==> src/rtl/fetch_queue.sv <==
// fetch_queue: instruction prefetch FIFO between imem and decode, flushed on redirect.
// Define FETCHQ_BYPASS_EN to let an empty queue forward imem_data straight to decode.
module fetch_queue #(
  parameter int DEPTH = 4,
  parameter int AW = 8,
  parameter int IW = 16
) (
  input  logic                   clk,
  input  logic                   reset,
  input  logic                   redirect,
  input  logic [AW-1:0]          redirect_pc,
  output logic [AW-1:0]          imem_addr,
  input  logic [IW-1:0]          imem_data,
  output logic                   dec_valid,
  input  logic                   dec_ready,
  output logic [IW-1:0]          dec_inst,
  output logic [AW-1:0]          dec_pc,
  output logic [$clog2(DEPTH):0] count
);
  localparam int PW = $clog2(DEPTH);
  localparam int CW = PW + 1;
  logic [AW-1:0] fetch_pc, last_pc;
  logic [IW-1:0] last_inst;
  logic [AW-1:0] pc_mem [DEPTH];
  logic [IW-1:0] inst_mem [DEPTH];
  logic [PW-1:0] head, tail;
  logic filled, full, pop, push, wr;
  assign imem_addr = fetch_pc;
  assign filled = count != '0;
  assign full = count == CW'(DEPTH);
  assign pop = filled & dec_ready & ~redirect;
  assign push = ~redirect & (~full | pop);
`ifdef FETCHQ_BYPASS_EN
  logic byp;
  assign byp = ~filled & ~redirect;
  // a bypassed instruction taken by decode advances fetch without occupying a slot
  assign wr = push & ~(byp & dec_ready);
  always_comb begin
    dec_valid = filled | byp;
    dec_inst = filled ? inst_mem[head] : byp ? imem_data : last_inst;
    dec_pc = filled ? pc_mem[head] : byp ? fetch_pc : last_pc;
  end
`else
  assign wr = push;
  always_comb begin
    dec_valid = filled;
    dec_inst = filled ? inst_mem[head] : last_inst;
    dec_pc = filled ? pc_mem[head] : last_pc;
  end
`endif
  // last_* keep the decode outputs stable while the queue is empty
  always_ff @(posedge clk or negedge reset) begin
    if (!reset) begin
      fetch_pc <= '0;
      head <= '0;
      tail <= '0;
      count <= '0;
      last_pc <= '0;
      last_inst <= '0;
    end else begin
      if (dec_valid) begin
        last_pc <= dec_pc;
        last_inst <= dec_inst;
      end
      if (redirect) begin
        fetch_pc <= redirect_pc;
        head <= '0;
        tail <= '0;
        count <= '0;
      end else begin
        if (push) fetch_pc <= fetch_pc + AW'(1);
        if (wr) tail <= tail + PW'(1);
        if (pop) head <= head + PW'(1);
        count <= count + CW'(wr) - CW'(pop);
      end
    end
  end
  always_ff @(posedge clk) begin
    if (wr) begin
      pc_mem[tail] <= fetch_pc;
      inst_mem[tail] <= imem_data;
    end
  end
endmodule

==> config.mk <==
export PLATFORM = sky130hd
export DESIGN_NAME = fetch_queue
export DESIGN_NICKNAME = d
export VERILOG_FILES = /design/src/rtl/fetch_queue.sv
export SDC_FILE = /design/constraint.sdc
export NUM_CORES = 1
export LEC_CHECK = 0
export ABC_AREA = 1
export BUFFER_PORTS_ARGS = -buffer_cell sky130_fd_sc_hd__buf_4
export CORE_AREA = 8 8 128 130
export DETAILED_ROUTE_END_ITERATION = 12
export DIE_AREA = 0 0 136 138
export PLACE_DENSITY = 0.6
export SETUP_SLACK_MARGIN = 0.4
export SYNTH_ARGS = -nofsm -noshare
export SYNTH_HDL_FRONTEND = slang
export SYNTH_SLANG_ARGS = --single-unit
export TNS_END_PERCENT = 5
==> constraint.sdc <==
create_clock -name clk -period 4.7 [get_ports clk]
set_input_delay 0.94 -clock clk [delete_from_list [all_inputs] [get_ports clk]]
set_output_delay 0.94 -clock clk [all_outputs]
set_load 0.005 [all_outputs]
==> impl_metrics.ini <==
[run_status]
status = finished, final reports clean

[synth]
synth_top_area_cell = edfxtp_1
syn_avg_cell_area_sq_um = 11.65
ys_seq_elements = 135
synth_cells = 486
synth_top_area_share = 0.5089
synth_nets = 522
syn_area_sq_um = 5664
synth_cell_types = 32
synth.area.top_cells = edfxtp_1 (51%), dfrtp_1 (17%), nor2_1 (8.7%), a31oi_1 (5.5%), o21ai_0 (3.0%)
seq_area_frac_synth = 0.6812
yosys_warnings = 0

[grt]
grt_pass1_vias = 3742
use_met3 = 0.04493
grt_overflow_total = 0
grt_busiest_layer = met2
grt_usage = 0.1325
grt.met2_usage = 0.2104
grt_max_degree = 76
antenna_found_initial = 0
grt.met1_usage = 0.1639
grt_pass1_wl_mm = 19.24

[layout]
fin_util = 0.4739
diodes = 0
n_fill_cell = 1306
mostFrequentLayoutCells = nor2_1 (131), edfxtp_1 (96), buf_4 (64)
final_layout_size_suffix_gt1_frac = 0.1964
final_common_cell = nor2_1
syn_to_final_growth_pct = 19.75
fin_nets = 578

[clocking]
clock-sinks = 135
cts_tree = yes
hold_buffers = 0
root_buffer = clkbuf_16
post_cts_resized = 0
cts.path.max_buffers = 2
htree_levels = 4
clk_latency_ns = 0.42
cts_inserted_buffers = 17
clkTransAtPathRegs_ns = 0.06
postCtsSetupBuffers = 0

[worst_setup_path]
required_ns = 3.76
start_kind = flop
worst-setup-path-type = flop to output pin
worstPathMaxFanout = 50
crit_path_end_kind = output pin
arrival_ns = 2.70
crit_start = head[0]
r2r-end = count[2]
crit_end = dec_pc[3]
ff2ff_path_depth = 11
rr_startpoint = count[1]
rrSetupSlack_ns = 2.09

[route]
vias = 3724
drt-wirelength-per-cell_microns = 15.82
dr.first_iter.drc_count = 232
route.antenna.remaining_nets = 0
drc = 0
vias_per_cell = 5.039
dr.pass1.iters = 4
drt_wl_total_mm = 11.69

[die]
dieArea_sq_um = 18770
io_pins = 64
rows = 44
die_h_microns = 138
die_width_microns = 136
core_sq_um = 14310
start_util = 0.3957

[min_path]
hold_class = primary input to asynchronous set/reset pin

[sta]
setup_tns_ns = 0
maxClockFrequency_ghz = 0.2750
finalMaxSlewViolations = 0
rsz0062_at_grt = false
hold_violations = 0
timing.final.crit_share = 0.7738
slew-limit-headroom = 0.2012
setup_viol_count_final = 0
skew_ns = 0.005000
tightest_slew_ns = 1.197
min_period_ns = 3.637

[pwr]
p_leak_nw = 2.636
p_per_area_nw_per_um2 = 623.5
peakVddDrop_mv = 0.3402

[placed_design]
hpwl_mm = 7.138
place.gp.congestion = 0.7312
port_buffers = 63

[run]
cap_violations = 0
## cell usage after synthesis, drive strengths merged
master / n
xnor2: 1
nand2: 30
o21ai: 54
nand4: 1
clkbuf: 5
nand3: 13
a21oi: 3
a22oi: 1
inv: 23
dfrtp: 39
a31oi: 51
nor2: 132
or2: 4
ha: 7
edfxtp: 96
xor2: 3
buf: 22
fa: 1
## stage by stage
stage	hold slack (ns)	std cells	setup slack [ns]	total power [mW]	cell area [sq um]
3_3_place_gp	0.5148	707	1.443	2.884	6163
2_1_floorplan	0.5037	486	2.187	2.492	5664
6_report	0.5150	739	1.063	4.229	6783
3_5_place_dp	0.5299	707	1.387	2.927	6163
4_1_cts	0.5352	739	0.9386	4.294	6783
5_1_grt	0.5617	739	0.7785	4.510	6783
## logic make-up (layout without fill, tap and decap cells)
| group | after synthesis | after routing | synth area share |
|---|---|---|---|
| and+or+nand+nor | 180 | 180 | 0.1294 |
| adders and majority gates | 8 | 8 | 0.01900 |
| xor gates and xnor gates | 4 | 4 | 0.006186 |
| AOI/OAI and AO/OA | 109 | 109 | 0.1113 |
| buffers and inverters | 50 | 119 | 0.05279 |
| DFF | 135 | 135 | 0.6812 |
## state kept, by name (all words and copies together), names as in the netlist
signal,count
tail,2
head,2
imem_addr,8
last_pc,8
count,3
last_inst,16
pc_mem,32
inst_mem,64
## area by class of cell
| cell class | instances | area [sq um] | share of cell area |
|---|---|---|---|
| Inverter | 23 | 86.33 | 0.01273 |
| Tap cell | 184 | 230.2 | 0.03394 |
| Clock buffer | 24 | 501.7 | 0.07397 |
| Sequential cell | 135 | 3860 | 0.5691 |
| Timing Repair Buffer | 64 | 480.5 | 0.07084 |
| Multi-Input combinational cell | 301 | 1506 | 0.2221 |
| Clock inverter | 8 | 117.6 | 0.01734 |
## where the power goes
group	switching [mW]	internal, mW
clock	0.461	0.900
sequential	0.144	1.54
combinational	0.674	0.511
## worst min path at each step
stage / start / to / slack, ns / cells after the start
2_1_floorplan: last_inst[0] / last_inst[0] / 0.50 / 2
3_3_place_gp: last_inst[1] / last_inst[1] / 0.51 / 2
3_5_place_dp: last_inst[5] / last_inst[5] / 0.53 / 2
4_1_cts: reset / last_inst[15] / 0.54 / 1
5_1_grt: last_inst[6] / last_inst[6] / 0.56 / 2
6_report: reset / last_inst[1] / 0.52 / 1
## layer usage
metal  vias to the layer above  wire length [microns]
met5                         -                      0
met4                         0                    146
met3                        14                    583
met2                        84                   5710
met1                      1807                   5248
li1                       1819                      -
## worst max-delay path: stages, from the launching register on
cell,delay (ns)
dfrtp_2,0.93
inv_2,0.56
o21ai_0,0.45
a31oi_1,0.15
buf_4,0.17
Power figures use the tool's default switching activity.
